### config.mk
export PLATFORM = sky130hd
export DESIGN_NAME = demux_stream
export DESIGN_NICKNAME = d
export VERILOG_FILES = /design/src/rtl/demux_pkg.sv /design/src/rtl/demux_slot.sv /design/src/rtl/demux_stream.sv
export SDC_FILE = /design/constraint.sdc
export NUM_CORES = 1
export LEC_CHECK = 0
export ABC_AREA = 1
export CAP_MARGIN = 20
export CORE_UTILIZATION = 49
export DETAILED_ROUTE_END_ITERATION = 8
export GPL_TIMING_DRIVEN = 0
export PLACE_DENSITY = 0.84
export SLEW_MARGIN = 20
export SYNTH_ARGS = -nofsm -noshare
export SYNTH_HDL_FRONTEND = slang
export SYNTH_SLANG_ARGS = --single-unit
### constraint.sdc
create_clock -name clk -period 2.7 [get_ports clk]
set_input_delay 0.54 -clock clk [delete_from_list [all_inputs] [get_ports clk]]
set_output_delay 0.54 -clock clk [all_outputs]
set_load 0.05 [all_outputs]
### src/rtl/demux_pkg.sv
// Shared definitions for the demux_stream block: channel-count limit and the
// helper that derives the select width from the channel count.
package demux_pkg;

  localparam int DEMUX_MAX_OUT = 16;

  // Width of a select that can name every one of n_out channels (at least 1 bit).
  function automatic int sel_width(input int n_out);
    return (n_out <= 2) ? 1 : $clog2(n_out);
  endfunction

endpackage

### src/rtl/demux_slot.sv
// One output channel of demux_stream: a single-entry holding register with a
// valid/ready drain side and a load strobe from the steering logic.
module demux_slot #(
  parameter int DATA_W = 8
) (
  input  logic              clk,
  input  logic              rst,
  input  logic              load,
  input  logic [DATA_W-1:0] load_data,
  input  logic              ready,
  output logic              valid,
  output logic [DATA_W-1:0] data
);

  // Hold one beat; a load in the same cycle as a drain keeps valid high.
  always_ff @(posedge clk or posedge rst) begin
    if (rst) begin
      valid <= 1'b0;
      // NOTE: the payload register is reset too, so out_data reads 0 after reset rather than X.
      data  <= '0;
    end else begin
      // NOTE: state registers use non-blocking assignment so every slot samples pre-edge values.
      if (load) begin
        valid <= 1'b1;
        data  <= load_data;
      end else if (ready) begin
        valid <= 1'b0;
      end
    end
  end

endmodule

### src/rtl/demux_stream.sv
// 1-to-N streaming demultiplexer. Each accepted beat is steered to the channel
// named by in_sel; out-of-range selects are swallowed and flagged on sel_err.
// Optional round-robin steering (seq_mode) is built when DEMUX_STREAM_RR_EN is
// defined; otherwise seq_mode is ignored and no pointer is built.
module demux_stream
  import demux_pkg::*;
#(
  parameter  int DATA_W = 8,
  parameter  int N_OUT  = 4,
  localparam int SEL_W  = sel_width(N_OUT)
) (
  input  logic                    clk,
  input  logic                    rst,
  input  logic [DATA_W-1:0]       in_data,
  input  logic                    in_valid,
  input  logic [SEL_W-1:0]        in_sel,
  output logic                    in_ready,
  input  logic                    seq_mode,
  output logic [N_OUT*DATA_W-1:0] out_data,
  output logic [N_OUT-1:0]        out_valid,
  input  logic [N_OUT-1:0]        out_ready,
  output logic                    sel_err
);

  logic [SEL_W-1:0] tgt;
  logic             tgt_ok;
  logic             tgt_busy;
  logic             accept;

`ifdef DEMUX_STREAM_RR_EN
  logic [SEL_W-1:0] rr_ptr;

  assign tgt = seq_mode ? rr_ptr : in_sel;

  // Round-robin pointer: advances only on beats actually accepted in seq_mode.
  always_ff @(posedge clk or posedge rst) begin
    if (rst) begin
      rr_ptr <= '0;
    end else if (accept && seq_mode) begin
      rr_ptr <= (rr_ptr == SEL_W'(N_OUT - 1)) ? '0 : rr_ptr + 1'b1;
    end
  end
`else
  logic unused_seq_mode;

  assign unused_seq_mode = seq_mode;
  assign tgt             = in_sel;
`endif

  // Selects beyond the last channel are legal inputs that get dropped.
  assign tgt_ok = (int'(tgt) < N_OUT);

  // Ready mux: the target stalls only when it is full and not draining this cycle.
  always_comb begin
    // NOTE: defaulting before the loop keeps this purely combinational (no latch).
    tgt_busy = 1'b0;
    for (int k = 0; k < N_OUT; k++) begin
      if (tgt == SEL_W'(k)) tgt_busy = out_valid[k] && !out_ready[k];
    end
    in_ready = !tgt_ok || !tgt_busy;
  end

  assign accept = in_valid && in_ready && tgt_ok;

  for (genvar g = 0; g < N_OUT; g++) begin : g_slot
    demux_slot #(
      .DATA_W (DATA_W)
    ) u_slot (
      .clk       (clk),
      .rst       (rst),
      .load      (accept && (tgt == SEL_W'(g))),
      .load_data (in_data),
      .ready     (out_ready[g]),
      .valid     (out_valid[g]),
      .data      (out_data[g*DATA_W +: DATA_W])
    );
  end

  // Registered drop flag: one-cycle pulse after a beat with an out-of-range select.
  always_ff @(posedge clk or posedge rst) begin
    if (rst) begin
      sel_err <= 1'b0;
    end else begin
      sel_err <= in_valid && !tgt_ok;
    end
  end

endmodule

==> impl_results.md, run 1 <==
* Share of the synthesized area in the top cell type at ~52%
* RR Startpoint: g_slot[1].u_slot.valid
* Via density at approximately 5
* Via Count at roughly 1500
* Overall Power at 1.84 mW
* Period minus WS final at approximately 2.4 ns
* Critical Path Start Type: primary input
* Post-Synth Adder-Cell Area at 0%
* Syn nets at between 150 and 200
* Maximum clock path buffer count at 2
* Sequential power share at between 30% and 40%
* Max-slew violation count at 0
* Unique masters post-synth at 16
* GR Overflow Total at 0
* Least-Margin Pin Slew at ~0.74 ns
* Post-Synth XOR/XNOR Area at 0%
* Crit path arrival time at 1.88 ns
* Fin Clk Skew at around 0.010 ns
* Reg area at about 900 um2
* Routed wire length at slightly below 4000 um
* CTS tree: done
* FF+latch count, synth at 36
* Crit path to: in_ready
* Antenna cells at 0
* Most common cell after layout, fill and taps aside: nand2_1
* Top post-synthesis cells by area: dfrtp_1 (52%), nand2_1 (14%), nand4_1 (12%), nand4_4 (4.9%), nor2_4 (3.3%)
* CP max stage delay at ~0.48 ns
* Pint at 1.08 mW
* H-tree depth at 2
* Period utilization at between 80 and 90%
* RSZ-0062 raised after global routing: no
* Power per cell area at just under 800 nW/um2
* R2R Path End: g_slot[1].u_slot.data[3]
* Drt drc at 0
* Routed wire per std cell at between 10 and 15 um
* Util after Layout at 71.4%
* Crit. End Element: output port
* Worst path slowest cell: clkdlybuf4s50_1
* Required time of the critical path at approximately 2.2 ns
* Post-synthesis cell count at between 150 and 200
* Compound-gate portion of the synthesized area at less than 1%
* GRT Overall Usage at ~23%
* Avg Inst Size Synth at between 9 and 10 um2
* Crit-path cells: clkdlybuf4s50_1 -> nor2_1 -> nand2_2 -> nand3_2 -> nor2_4 -> buf_6 -> buf_2
* R2R depth at 8
* WP buf/inv at 3
* Comb pwr share at between 40% and 50%
* Post-synthesis mux area share at 0%
* Yosys warns at 0
* Clock Sinks at 36
* Footprint of the multi-input gates at between 600 and 700 um2
* Antenna Nets Post-Route at 0
* WP depth at 7
* Die height at between 60 and 70 um
* Layout area overhead at 38.5%
* Status: completed
* Drt first pass iters at 4
* Clock power frac at between 20% and 30%
* Final setup fails at 0
* Largest family of logic cells by synthesized area: simple AND/OR/NAND/NOR gates
* Clock root buffer master: clkbuf_4
* CP Launch Point: out_ready[2]
* # fillers at about 270
* # IOs at 56
* Leak at ~1.2 nW
* Core box area at ~3300 um2
* Max_cap viols at 0
* IO buf count at 52
* Max VDD drop at about 0.46 mV
* R2r setup slk at approximately 1.4 ns
* Yosys top cell by area: dfrtp_1
* Maximum clock rate at approximately 0.41 GHz
* Die area at ~3700 um2
* Layout cells sized above 1 at 17.5%
* Sequential fraction of the synthesis area at 52.4%
* P_sw at 0.755 mW
* Sw frac at between 40% and 50%
* Die X-Extent at just over 60 um
* Clock Pin Slew Worst Setup and Hold Paths at 0.10 ns
* Row count at 21
* Num CTS Buffers at 5
* Hold Crit Class: flop to flop
* DR iter-0 viols at 62
* Pin count of the biggest net entering global routing at 37
* Clock latency on the worst-skew pair at between 0.3 and 0.4 ns
* Crit path kind: primary input to output port
* Final number of hold-violating endpoints at 0
* First-pass GRT wire length at ~6000 um
* Worst rel slew slack at about half
* Critical path peak fanout at 10
* Number of global-route vias before repair at about 1300
* Starting Density at between 50% and 60%
* Commonest non-fill, non-tap cells in the layout: nand2_1 (66), clkdlybuf4s50_1 (49), dfrtp_1 (36), nand4_1 (32), buf_4 (7)
* Simple-Gate Fraction of Synth Area at 38.5%
* Initial antenna violation count at 0
* Nets at roughly 260
* GPL Wtd Cong at approximately 0.8
* Top Family by Delay on Critical Path: buffers and inverters
* Synthesized area at approximately 1700 um2
* Post-DP HPWL at roughly 2800 um
-- cells by family (layout without fill, tap and decap cells) --
logic type             after synthesis  after routing
other                                1              1
AO/OA/AOI/OAI                        3              3
buffers and inverters               22             83
AND/OR/NAND/NOR                    117            117
flip-flops                          36             36
-- state kept, by name, indices dropped and copies added, names as in the netlist --
register             cells
g_slot.u_slot.valid      4
g_slot.u_slot.data      32
-- through the flow --
step           instances  worst slack, ns  instance area [um2]  hold WS (ns)  setup TNS (ns)
2_1_floorplan        179            0.990                 1720         0.515               0
3_3_place_gp         277           -0.493                 2300         0.454          -0.493
3_5_place_dp         277           -0.509                 2300         0.459          -0.509
4_1_cts              286           0.0285                 2380         0.483               0
5_1_grt              286            0.189                 2380         0.500               0
6_report             286            0.283                 2380         0.481               0
-- layout make-up --
type,instances,area share [%]
Inverter,10,1.58
Clock inverter,2,1.47
Tap cell,46,2.42
Timing Repair Buffer,53,22.2
Clock buffer,6,1.73
Multi-Input combinational cell,121,28.6
Sequential cell,36,37.8
Buffer,12,4.20
-- what timing repair did --
item | CTS | global route
hold buffers | 0 | 0
resized for setup | 5 | 2
pin swaps | 1 | 0
buffers inserted | 1 | 0
setup endpoints to repair | 1 | 1
-- routing by layer --
metal | part of all wire [%] | global-route usage, % | routed length [um] | up-vias
met4 | 0.64 | 6.49 | 25 | 0
li1 | - | - | - | 716
met1 | 44 | 31.8 | 1720 | 689
met3 | 5.9 | 6.51 | 228 | 6
met5 | 0 | 0 | 0 | -
met2 | 49 | 34.3 | 1920 | 49
-- Yosys cell counts --
| library cell | count |
|---|---|
| dfrtp_1 | 36 |
| o21ai_1 | 3 |
| nand3_2 | 1 |
| buf_2 | 2 |
| nand2_2 | 5 |
| conb_1 | 1 |
| nand4_1 | 32 |
| inv_2 | 4 |
| nand2_1 | 66 |
| buf_6 | 4 |
| buf_4 | 6 |
| nor2_4 | 5 |
| inv_1 | 6 |
| nand4_4 | 4 |
| nor2_8 | 1 |
| nor2_1 | 3 |
-- power groups by stage --
stage / clock network [mW] / logic [mW] / registers, mW
5_1_grt: 0.399 / 0.822 / 0.704
2_1_floorplan: 0 / 0.177 / 1.03
3_3_place_gp: 0 / 0.768 / 0.701
3_5_place_dp: 0 / 0.778 / 0.703
4_1_cts: 0.375 / 0.781 / 0.693
6_report: 0.367 / 0.777 / 0.693
-- worst min-delay path by stage --
| stage | from | endpoint | slack, ns | depth (start not counted) |
|---|---|---|---|---|
| floorplan | g_slot[0].u_slot.valid | g_slot[0].u_slot.valid | 0.52 | 2 |
| global placement | g_slot[0].u_slot.data[3] | g_slot[0].u_slot.data[3] | 0.45 | 2 |
| detailed placement | g_slot[3].u_slot.data[2] | g_slot[3].u_slot.data[2] | 0.46 | 2 |
| CTS | g_slot[3].u_slot.data[2] | g_slot[3].u_slot.data[2] | 0.48 | 2 |
| global route | g_slot[2].u_slot.data[3] | g_slot[2].u_slot.data[3] | 0.50 | 2 |
| finish | g_slot[3].u_slot.data[2] | g_slot[3].u_slot.data[2] | 0.48 | 2 |
-- tightest hold or removal path: stages (launching register included) --
cell and delay [ns]:
dfrtp_1 0.36, nand2_1 0.05, nand2_1 0.05
Note: power is estimated with default switching activity, not from simulation.
==> run 2: changes to the inputs <==
--- a/config.mk
+++ b/config.mk
@@ -8,10 +8,10 @@
 export ABC_AREA = 1
 export CAP_MARGIN = 20
 export CORE_UTILIZATION = 49
+export CTS_CLUSTER_DIAMETER = 150
 export DETAILED_ROUTE_END_ITERATION = 8
 export GPL_TIMING_DRIVEN = 0
 export PLACE_DENSITY = 0.84
-export SLEW_MARGIN = 20
 export SYNTH_ARGS = -nofsm -noshare
 export SYNTH_HDL_FRONTEND = slang
 export SYNTH_SLANG_ARGS = --single-unit
==> impl_results.md, run 2 (synthesized netlist as in run 1, its figures left out) <==
* Hold Path Depth at 2 (unchanged)
* Antenna Nets Post-Route at 0 (unchanged)
* Routed wire length at 3930 um (+1.0%)
* H-tree depth at 2 (unchanged)
* IO buf count at 52 (unchanged)
* Number of global-route vias before repair at 1356 (+7.3%)
* Max_cap viols at 0 (unchanged)
* CTS tree: done
* Die height at 61.2 um (unchanged)
* Largest reg by FF count: g_slot.u_slot.data
* Period utilization at 89.2% (-0.31 points)
* Starting Density at 51.5% (unchanged)
* Worst path slowest cell: clkdlybuf4s50_1
* Hold Crit Class: flop to flop
* GPL Wtd Cong at 0.799 (unchanged)
* Maximum clock rate at 0.415 GHz (+0.35%)
* GR Overflow Total at 0 (unchanged)
* Crit-path cells: clkdlybuf4s50_1 -> nor2_1 -> nand2_2 -> nand3_2 -> nor2_4 -> buf_6 -> buf_2
* Top Family by Delay on Critical Path: buffers and inverters
* Worst rel slew slack at 58.1% (+7.6 points)
* Final setup fails at 0 (unchanged)
* GRT Overall Usage at 23.2% (+0.54 points)
* Number of flip-flops in the largest register at 32 (unchanged)
* Row count at 21 (unchanged)
* Fin Clk Skew at 0.00972 ns (-0.000737 ns)
* Max VDD drop at 0.420 mV (-8.4%)
* Clock Pin Slew Worst Setup and Hold Paths at 0.10 ns (about the same)
* Drt drc at 0 (unchanged)
* Nets at 258 (+0.39%)
* Crit. End Element: output port
* WHS Endpoint: g_slot[3].u_slot.data[0]
* Antenna cells at 0 (unchanged)
* Core box area at 3340 um2 (unchanged)
* Layout area overhead at 40.1%
* Period minus WS final at 2.41 ns (-0.00840 ns)
* Commonest non-fill, non-tap cells in the layout: nand2_1 (66), clkdlybuf4s50_1 (49), dfrtp_1 (36), nand4_1 (32), buf_4 (7)
* Required time of the critical path at 2.16 ns (about the same)
* Least-Margin Pin Slew at 0.628 ns (-0.113 ns)
* CP max stage delay at 0.49 ns (about the same)
* Clock root buffer master: clkbuf_4
* Largest regs: g_slot.u_slot.data: 32 flops, g_slot.u_slot.valid: 4 flops
* Num CTS Buffers at 5 (unchanged)
* R2r setup slk at 1.41 ns (+0.02 ns)
* Via density at 5.08 (-0.55%)
* Setup TNS at 0 ns (unchanged)
* Final number of hold-violating endpoints at 0 (unchanged)
* DR iter-0 viols at 60 (-3.2%)
* Hold-fix buffers at CTS at 0 (unchanged)
* Maximum clock path buffer count at 2 (unchanged)
* Power per cell area at 766 nW/um2 (-0.68%)
* Max-slew violation count at 0 (unchanged)
* Routed wire per std cell at 13.7 um (+0.68%)
* RSZ-0062 raised after global routing: no
* Die area at 3750 um2 (unchanged)
* Drt first pass iters at 4 (unchanged)
* RR Startpoint: g_slot[0].u_slot.valid
* Most common cell after layout, fill and taps aside: nand2_1
* Clock Sinks at 36 (unchanged)
* R2R depth at 8 (unchanged)
* Crit path kind: primary input to output port
* WP buf/inv at 3 (unchanged)
* Initial antenna violation count at 0 (unchanged)
* Pin count of the biggest net entering global routing at 23 (-38%)
* Leak at 1.18 nW (+1.2%)
* # IOs at 56 (unchanged)
* Overall Power at 1.85 mW (+0.47%)
* Die X-Extent at 61.2 um (unchanged)
* Critical path peak fanout at 10 (unchanged)
* Critical Path Start Type: primary input
* Crit path arrival time at 1.87 ns (about the same)
* First-pass GRT wire length at 6240 um (+4.0%)
* Via Count at 1457 (-0.21%)
* Post-DP HPWL at 2920 um (+4.2%)
* R2R Path End: g_slot[3].u_slot.data[3]
* Layout cells sized above 1 at 17.4% (-0.073 points)
* Clock latency on the worst-skew pair at 0.34 ns (about the same)
* Min-delay src: g_slot[3].u_slot.data[0]
* Status: completed
run 2: cell count changes in the layout (fill, tap and decap cells not counted), sizes merged:
cell	before	now
buf	14	15
run 2: per-stage QoR:
| step | instance area, um2 | hold WS, ns | worst slack (ns) | std cells | util (%) |
|---|---|---|---|---|---|
| 2_1_floorplan | 1720 | 0.515 | 0.990 | 179 | - |
| 3_3_place_gp | 2300 | 0.454 | -0.493 | 277 | 68.8 |
| 3_5_place_dp | 2320 | 0.459 | -0.514 | 278 | 69.7 |
| 4_1_cts | 2400 | 0.484 | 0.0197 | 287 | 72.0 |
| 5_1_grt | 2410 | 0.502 | 0.202 | 287 | 72.2 |
| 6_report | 2410 | 0.481 | 0.292 | 287 | 72.2 |
run 2: tightest hold or removal path: stages, from the launching register on:
cell     delay (ns)
dfrtp_1        0.35
nand2_1        0.05
nand2_1        0.05
run 2: final cells by class:
| cell class | count | area, um2 |
|---|---|---|
| Tap cell | 46 | 57.6 |
| Timing Repair Buffer | 54 | 556 |
| Multi-Input combinational cell | 121 | 681 |
| Sequential cell | 36 | 901 |
| Fill cell | 261 | 928 |
| Inverter | 10 | 37.5 |
| Buffer | 12 | 100 |
| Clock inverter | 2 | 35.0 |
| Clock buffer | 6 | 41.3 |
run 2: how the worst max path moves through the flow:
stage	from	end	slack, ns	depth (start not counted)
finish	out_ready[0]	in_ready	0.29	7
global route	out_ready[2]	in_ready	0.20	7
CTS	in_sel[0]	in_ready	0.02	7
detailed placement	in_sel[0]	in_ready	-0.51	7
global placement	in_sel[0]	in_ready	-0.49	7
floorplan	in_sel[1]	in_ready	0.99	6
run 2: report_power, final:
group	total [mW]	internal (mW)	leakage, nW	switching [mW]
combinational	0.782	0.254	0.682	0.528
clock	0.370	0.194	0.0422	0.176
sequential	0.693	0.637	0.452	0.0562
total	1.85	1.09	1.18	0.760
run 2: metal layers:
| layer | up-vias | GRT usage [%] | part of all wire [%] |
|---|---|---|---|
| li1 | 724 | - | - |
| met1 | 682 | 32.2 | 44 |
| met2 | 43 | 35.4 | 50 |
| met3 | 8 | 5.88 | 4.9 |
| met4 | 0 | 8.12 | 1.2 |
| met5 | - | 0 | 0 |
run 2: timing repair:
item / CTS / global route
endpoints found under the setup margin: 1 / 1
pin swaps: 1 / 0
buffers inserted: 1 / 0
resized for setup: 5 / 2
==> run 3: changes to the inputs <==
--- a/config.mk
+++ b/config.mk
@@ -7,11 +7,11 @@
 export LEC_CHECK = 0
 export ABC_AREA = 1
 export CAP_MARGIN = 20
-export CORE_UTILIZATION = 49
+export CORE_UTILIZATION = 25
 export CTS_CLUSTER_DIAMETER = 150
 export DETAILED_ROUTE_END_ITERATION = 8
 export GPL_TIMING_DRIVEN = 0
-export PLACE_DENSITY = 0.84
 export SYNTH_ARGS = -nofsm -noshare
 export SYNTH_HDL_FRONTEND = slang
+export SYNTH_HIERARCHICAL = 1
 export SYNTH_SLANG_ARGS = --single-unit
==> impl_results.md, run 3 <==
* Power per cell area at 805 nW/um2 (+5.1%)
* Design area at 2220 um2 (-7.7%)
* Leak at 1.15 nW (-2.5%)
* Antenna cells at 0 (unchanged)
* Clock Sinks at 36 (unchanged)
* DR iter-0 viols at 46 (-23%)
* Worst path slowest cell: dlygate4sd2_1
* Crit-path cells: clkdlybuf4s50_1 -> nor2_1 -> nand2_2 -> nand2_2 -> nor3b_1 -> dlygate4sd2_1
* PnR worst setup slack at 0.158 ns (-0.134 ns)
* Top Family by Delay on Critical Path: buffers and inverters
* Max VDD drop at 0.264 mV (-37%)
* Number of flip-flops in the largest register at 32 (unchanged)
* Post-synthesis cell count at 184 (+2.8%)
* Final setup fails at 0 (unchanged)
* WP buf/inv at 2 (-1)
* Setup Buffers After CTS at 0 (-1)
* Die height at 79.7 um (+30%)
* First-pass GRT wire length at 6310 um (+1.1%)
* Number of global-route vias before repair at 1269 (-6.4%)
* Top FF cell, synth: dfrtp_1
* RSZ-0062 raised after global routing: no
* Top post-synthesis cells by area: dfrtp_1 (60%), nand2_1 (27%), inv_1 (3.5%), buf_6 (3.0%), nor2_1 (2.5%)
* P_sw at 0.706 mW (-7.1%)
* Maximum clock rate at 0.393 GHz (-5.3%)
* Max-slew violation count at 0 (unchanged)
* Pin count of the biggest net entering global routing at 11 (-52%)
* Hold_ws at 0.470 ns (-0.0116 ns)
* Avg Inst Size Synth at 8.19 um2 (-15%)
* Routed wire per std cell at 12.4 um (-9.4%)
* Layout cells sized above 1 at 8.20% (-9.2 points)
* Final number of hold-violating endpoints at 0 (unchanged)
* Die area at 6350 um2 (+69%)
* GR Overflow Total at 0 (unchanged)
* Period utilization at 94.2% (+5.0 points)
* Syn nets at 202 (+2.5%)
* GPL Wtd Cong at 0.701 (-12%)
* GRT Overall Usage at 13.7% (-9.5 points)
* Number of flops mapped to enable cells by yosys at 0 (unchanged)
* Comb pwr share at 39.1% (-3.3 points)
* Synthesized area at 1510 um2 (-12%)
* Num CTS Buffers at 5 (unchanged)
* Crit. End Element: output port
* Most frequent cells after synthesis: nand2_1 (109), dfrtp_1 (36), inv_1 (14)
* Drt drc at 0 (unchanged)
* Post-DP HPWL at 2880 um (-1.4%)
* Antenna Nets Post-Route at 0 (unchanged)
* FF+latch count, synth at 36 (unchanged)
* Core box area at 5680 um2 (+70%)
* Via Count at 1270 (-13%)
* Dpl cell area at 2130 um2 (-8.5%)
* Dpl ws at -0.135 ns (+0.378 ns)
* Least-Margin Pin Slew at 0.523 ns (-0.105 ns)
* Worst rel slew slack at 65.0% (+6.9 points)
* Yosys warns at 6 (+6)
* Status: completed
* Most frequent CP cell: nand2_2
* # fillers at 616 (+140%)
* Fraction of registers with async set/reset at 100% (unchanged)
* Most common cell after layout, fill and taps aside: nand2_1
* H-tree depth at 2 (unchanged)
* CP max stage delay at 0.55 ns (+0.06 ns)
* IO buf count at 53 (+1.9%)
* Starting Density at 26.6% (-25 points)
* Critical Path Start Type: primary input
* Largest regs: g_slot.u_slot/data: 32 flops, g_slot.u_slot/valid: 4 flops
* Period minus WS final at 2.54 ns (+0.134 ns)
* Die X-Extent at 79.7 um (+30%)
* CTS tree: done
* Commonest non-fill, non-tap cells in the layout: nand2_1 (109), clkdlybuf4s50_1 (52), dfrtp_1 (36), inv_1 (14), nor2_1 (10)
* Clock root buffer master: clkbuf_8
* Fin Clk Skew at 0.00344 ns (-0.00628 ns)
* Sw frac at 39.4% (-1.7 points)
* Pint at 1.08 mW (-0.13%)
* Crit path kind: primary input to output port
* Maximum clock path buffer count at 2 (unchanged)
* Layout area overhead at 47.5%
* Sequential fraction of the synthesis area at 59.8% (+7.3 points)
* Required time of the critical path at 2.16 ns (about the same)
* Clock latency on the worst-skew pair at 0.28 ns (-0.06 ns)
* Sequential power share at 38.5% (+0.9 points)
* Drt first pass iters at 4 (unchanged)
* Yosys top cell by area: dfrtp_1
* Routed wire length at 3920 um (-0.28%)
* Crit path arrival time at 2.00 ns (+0.13 ns)
* Row count at 27 (+29%)
* Hold Crit Class: flop to flop
* Most frequent cell after synthesis: nand2_1
* Max_cap viols at 0 (unchanged)
* Setup TNS at 0 ns (unchanged)
* Clock Pin Slew Worst Setup and Hold Paths at 0.07 ns (-0.03 ns)
* # IOs at 56 (unchanged)
* Initial antenna violation count at 0 (unchanged)
* Critical path peak fanout at 4 (-6)
* Via density at 4.02 (-21%)
* Nets at 262 (+1.6%)
* Unique masters post-synth at 12 (-4)
* Clock power frac at 22.4% (+2.3 points)
* Share of the synthesized area in the top cell type at 59.8% (+7.3 points)
* Largest reg by FF count: g_slot.u_slot/data
run 3: changes by cell type in the layout (fill, tap and decap cells not counted), moves of 6 or more:
cell,before,now
nand2_1,66,109
buf_4,7,1
nand4_1,32,0
inv_1,6,14
nor2_1,3,10
clkbuf_8,0,7
run 3: per-stage QoR:
stage,util [%],std cells,total power [mW]
2_1_floorplan,-,184,1.14
3_3_place_gp,37.5,309,1.40
3_5_place_dp,37.5,309,1.40
4_1_cts,39.2,316,1.81
5_1_grt,39.2,316,1.88
6_report,39.2,316,1.79
run 3: worst paths after layout:
check	startpoint	end	slack (ns)	cells after the start
min reg2reg	g_slot[0].u_slot/data[2]	g_slot[0].u_slot/data[2]	0.47	2
min in group asynchronous	rst	g_slot[3].u_slot/data[1]	0.64	2
min	g_slot[0].u_slot/data[2]	g_slot[0].u_slot/data[2]	0.47	2
max reg2reg	g_slot[0].u_slot/valid	g_slot[2].u_slot/data[4]	1.26	11
max	in_sel[1]	in_ready	0.16	6
max in group asynchronous	rst	g_slot[0].u_slot/valid	1.77	2
run 3: cell families (layout without fill, tap and decap cells):
kind of cell | Yosys count | after routing | synth area share (%)
flip-flops | 36 | 36 | 59.8
AND/OR/NAND/NOR | 124 | 124 | 32.0
other | 1 | 1 | 0.249
buffers and inverters | 23 | 83 | 7.97
run 3: layer usage:
| layer | GRT usage [%] | vias to the layer above | wire, um |
|---|---|---|---|
| met2 | 21.1 | 35 | 1730 |
| met5 | 0 | - | 0 |
| li1 | - | 653 | - |
| met3 | 4.11 | 7 | 229 |
| met4 | 4.36 | 0 | 49 |
| met1 | 18.1 | 575 | 1910 |
run 3: worst register-to-register path: cells and delay by family, from the launching register on:
kind                   cells  cell delay, ns
buffers and inverters      3            0.31
DFF                        1            0.39
and+or+nand+nor            8            0.64
run 3: layout make-up:
cell class	count	area [um2]	area share (%)
buffer	5	52.6	2.36
inverter	18	67.6	3.04
clock buffer	7	96.3	4.33
timing repair buffer	53	529	23.8
multi-input combinational	125	487	21.9
tap	72	90.1	4.05
sequential	36	901	40.5
run 3: power groups by stage:
| stage | clock (mW) | sequential [mW] | combinational (mW) |
|---|---|---|---|
| after floorplan | 0 | 1.03 | 0.112 |
| after global placement | 0 | 0.700 | 0.700 |
| after detailed placement | 0 | 0.698 | 0.707 |
| after CTS | 0.417 | 0.690 | 0.707 |
| after global routing | 0.440 | 0.703 | 0.740 |
| final | 0.401 | 0.689 | 0.700 |
run 3: timing repair:
action | in CTS | in global routing
hold endpoints to repair | 0 | 0
hold buffers | 0 | 0
setup endpoints to repair | 1 | 0
gates resized for setup | 1 | 0
==> patch 1, RTL diff (flow settings as in run 1) <==
Build with the macro `DEMUX_STREAM_RR_EN` defined.
--- a/src/rtl/demux_stream.sv
+++ b/src/rtl/demux_stream.sv
@@ -4,2 +4,4 @@
 // defined; otherwise seq_mode is ignored and no pointer is built.
+`define DEMUX_STREAM_RR_EN
+
 module demux_stream
Check against the original RTL: not equivalent (Yosys sat finds a counterexample within 4 cycles, from zero or initial values and one cycle with rst high).
==> patch 1 against run 1 <==
  * Worst setup slack got worse by 0.069 ns
  * Non-clock buffer count unchanged
  * Clock skew decreased by 0.0055 ns
  * Critical path depth increased by 2
  * Synthesized area increased by 2.1%
  * Die area increased by 2.1%
  * Routed wire length increased by 4.7%
  * Sequential cell count increased by 2
  * Register-to-register slack got worse by 0.28 ns
  * Hold slack improved by 0.0036 ns
  * Cell area increased by 4.0%
Power is not compared: it rests on default switching activity, and its combinational part moved more than twofold at a synthesized area within 25%.
==> patch 1: results (changes against run 1) <==
Parameter                              Value

Global route
  Largest net degree at the start of global routing    39 (+5.4%)
  Gr usage total    23.5% (+0.90 points)
  Global routing met2 resource utilization    39.5% (+5.2 points)
  Vias in the first global route    1351 (+6.9%)

Placement
  GP Congestion    0.811 (+1.6%)
  IO Port Bufs    54 (+3.8%)
  Sum of net half-perimeters after detailed placement    2.93 mm (+4.6%)

Drt
  Per-cell via count in the routed design    5.07 (-0.67%)
  Detailed router's first-iteration violation count    83 (+34%)
  Drt wl/cell    13.8 um (+1.1%)
  Amount of wire on met3 after detailed routing    236 um (+3.5%)

Yosys
  Top-area cell type share of the netlist area    54.2% (+1.8 points)
  Number of different library cells in the post-synthesis netlist    22 (+6)
  Number of nets produced by synthesis    206 (+4.6%)
  Post-synthesis adder-cell area fraction    0.713% (+0.71 points)
  Post-synthesis sequential area ratio    54.2% (+1.8 points)
  Most used standard cells in the synthesized netlist    nand2_1, dfrtp_1, nand4_1

Timing
  Tcrit/Tclk final    92.1% (+2.6 points)
  Worst-Margin Slew    0.761 ns (+0.0196 ns)

Outcome
  Status    finished clean

Cells and area
  # nets final    268 (+4.3%)
  Count of multi-input gates    127 (+5.0%)
  Registers with the most flip-flops    g_slot.u_slot.data: 32 flops, g_slot.u_slot.valid: 4 flops, rr_ptr: 2 flops
  Clk cell area share    4.49% (+1.3 points)
  Number of sequential storage elements    38 (+5.6%)
  Multi-input gate area    691 um2 (+1.5%)
[patch 1: worst paths after layout]
| path | start | to |
|---|---|---|
| worst max-delay path | in_sel[0] | in_ready |
| worst min-delay path | g_slot[2].u_slot.data[3]$_DFFE_PP0P_ | g_slot[2].u_slot.data[3]$_DFFE_PP0P_ |
| worst max register to register | rr_ptr[0]$_DFFE_PP0P_ | g_slot[2].u_slot.data[4]$_DFFE_PP0P_ |
| worst min register to register | g_slot[2].u_slot.data[3]$_DFFE_PP0P_ | g_slot[2].u_slot.data[3]$_DFFE_PP0P_ |
| max in group asynchronous | rst | g_slot[3].u_slot.data[7]$_DFFE_PP0P_ |
| min in group asynchronous | rst | g_slot[2].u_slot.data[1]$_DFFE_PP0P_ |
[patch 1: what timing repair did]
item,4_1_cts,5_1_grt
resized for setup,7,1
setup buffers,1,0
endpoints found under the setup margin,1,1
pin swaps,1,0
[patch 1: power by group]
group	internal, mW	leakage, nW	switching, mW
logic	0.659	0.688	1.35
clock network	0.314	0.0585	0.188
registers	0.838	0.470	0.150
==> patch 2, RTL diff (config.mk and constraints of run 1) <==
Made on the original files. Remove the register `sel_err`: a continuous assignment takes its place, so the output `sel_err` follows one clock earlier.
--- a/src/rtl/demux_stream.sv
+++ b/src/rtl/demux_stream.sv
@@ -79,9 +79,3 @@
   // Registered drop flag: one-cycle pulse after a beat with an out-of-range select.
-  always_ff @(posedge clk or posedge rst) begin
-    if (rst) begin
-      sel_err <= 1'b0;
-    end else begin
-      sel_err <= in_valid && !tgt_ok;
-    end
-  end
+  assign sel_err = in_valid && !tgt_ok;
 
Behaviour: unchanged (equiv_simple and equiv_induct, registers matched by name and starting in step).
==> patch 2 against run 1 <==
  * Largest power group unchanged
  * Synthesized area up 0.80%
  * Worst setup slack worse by 0.19 ns
  * Critical path type unchanged
  * Synthesized cell count unchanged
  * Critical path depth unchanged
  * Non-clock buffer count unchanged
  * Fmax down 7.4%
  * Routed wire length down 0.77%
  * Total power down 2.5%
  * Highest routed layer unchanged
  * Combinational power about the same
  * Sequential cell count unchanged
  * Cell area about the same
  * Global-route usage up 1.3 points
==> patch 2: results (changes against run 1) <==
Parameter                              Value

Drt
  Antenna Violating Nets Remaining    0 (unchanged)
  Amount of wire on met3 after detailed routing    305 um (+34%)
  Wire length on met1    1.71 mm (-0.93%)
  Met2 wire length    1.79 mm (-6.6%)
  Detailed router's first-iteration violation count    63 (+1.6%)
  Per-cell via count in the routed design    5.19 (+1.6%)
  Uppermost signal routing layer after detailed routing    met4
  Drt wl/cell    13.6 um (-0.42%)

Setup path
  Data arrival time of the critical path    2.07 ns (+0.19 ns)

Global route
  Largest net degree at the start of global routing    37 (unchanged)
  Vias in the first global route    1355 (+7.2%)
  First-pass GRT wire length    6.28 mm (+4.6%)
  Gr usage total    23.9% (+1.3 points)

CTS
  Level count of the clock H-tree    2 (unchanged)
  Insertion delay to the later sink of the worst-skew pair    0.34 ns (about the same)

Placement
  Cell area after placement    2310 um2 (+0.60%)
  IO Port Bufs    52 (unchanged)
  Worst setup slack before clock tree synthesis    -0.477 ns (+0.0322 ns)
  Sum of net half-perimeters after detailed placement    2.77 mm (-1.2%)
  GP Congestion    0.891 (+11%)

Pwr
  Leakage    1.15 nW (-1.1%)
  Max rail drop VDD    0.000458 V (-0.26%)

Yosys
  Most used standard cells in the synthesized netlist    nand2_1, dfrtp_1, nand4_1
  Post-synthesis sequential area ratio    52.0% (-0.42 points)
  Number of nets produced by synthesis    197 (unchanged)
  Number of different library cells in the post-synthesis netlist    17 (+1)
  Most area-consuming cells after synthesis    dfrtp_1, nand2_1, nand4_1, nand4_4, nor2_4

Cells and area
  Post-layout instance count excluding filler cells    285 (-0.35%)
  Share of final-layout standard cells stronger than drive strength 1    18.0% (+0.49 points)
  Antenna diode instance count    0 (unchanged)
  # nets final    257 (unchanged)
  Number of filler instances in the final layout    294 (+8.5%)

Floorplan
  Number of core rows    21 (unchanged)

Outcome
  Status    finished clean

Timing
  Clock skew after layout    0.00684 ns (-0.00361 ns)
  Worst-Margin Slew    0.735 ns (-0.00678 ns)
  Pins Over Slew Limit    0 (unchanged)
## patch 2: cell count changes after synthesis, sizes merged
cell,before,now
bufinv,0,1
inv,10,9
## patch 2: timing repair
item / CTS / global route
hold buffers: 0 / 0
pin swaps: 1 / 0
resized for setup: 6 / 1
setup buffers: 1 / 0
endpoints found under the setup margin: 1 / 1
## patch 2: cells by family after synthesis
group / after synthesis / synth area share, %
buffers and inverters: 22 / 8.74
AO/OA/AOI/OAI: 3 / 0.866
flip-flops: 36 / 52.0
other: 1 / 0.216
AND/OR/NAND/NOR: 117 / 38.2
## patch 2: cell type report
type / instances / area [um2] / area share [%]
Buffer: 12 / 100 / 4.21
Inverter: 10 / 51.3 / 2.16
Tap cell: 46 / 57.6 / 2.42
Clock buffer: 7 / 65.1 / 2.73
Sequential cell: 36 / 901 / 37.9
Multi-Input combinational cell: 121 / 681 / 28.6
Timing Repair Buffer: 53 / 524 / 22.0
## patch 2: per-stage QoR
stage          hold WS (ns)  setup TNS (ns)
4_1_cts               0.483               0
3_5_place_dp          0.458          -0.477
5_1_grt               0.508               0
6_report              0.478               0
2_1_floorplan         0.515               0
3_3_place_gp          0.456          -0.466
## patch 2: final timing paths
path / from / slack (ns) / end
worst max register to register: g_slot[2].u_slot.valid$_DFFE_PP0P_ / 1.33 / g_slot[3].u_slot.data[2]$_DFFE_PP0P_
min in group asynchronous: rst / 0.64 / g_slot[1].u_slot.data[3]$_DFFE_PP0P_
max in group asynchronous: rst / 1.58 / g_slot[0].u_slot.data[2]$_DFFE_PP0P_
worst max-delay path: in_sel[0] / 0.09 / in_ready
worst min-delay path: g_slot[2].u_slot.data[2]$_DFFE_PP0P_ / 0.48 / g_slot[2].u_slot.data[2]$_DFFE_PP0P_
worst min register to register: g_slot[2].u_slot.data[2]$_DFFE_PP0P_ / 0.48 / g_slot[2].u_slot.data[2]$_DFFE_PP0P_
## patch 2: where the power goes
| group | leakage (nW) | switching [mW] | internal (mW) | total (mW) |
|---|---|---|---|---|
| clock network | 0.0374 | 0.173 | 0.148 | 0.321 |
| logic | 0.661 | 0.525 | 0.255 | 0.780 |
| registers | 0.452 | 0.0537 | 0.637 | 0.691 |
| total | 1.15 | 0.752 | 1.04 | 1.79 |
## patch 2: worst max-delay path: stages
cell and delay [ns]:
clkdlybuf4s50_1 0.62, nor2_4 0.13, nand2_2 0.11, nand3_2 0.09, nor2_4 0.18, buf_6 0.16, clkbuf_4 0.23
## patch 2: metal layers
layer | vias up | GRT usage (%)
met5 | - | 0
met2 | 57 | 35.9
met3 | 8 | 8.61
met4 | 0 | 8.25
li1 | 716 | -
met1 | 697 | 32.3
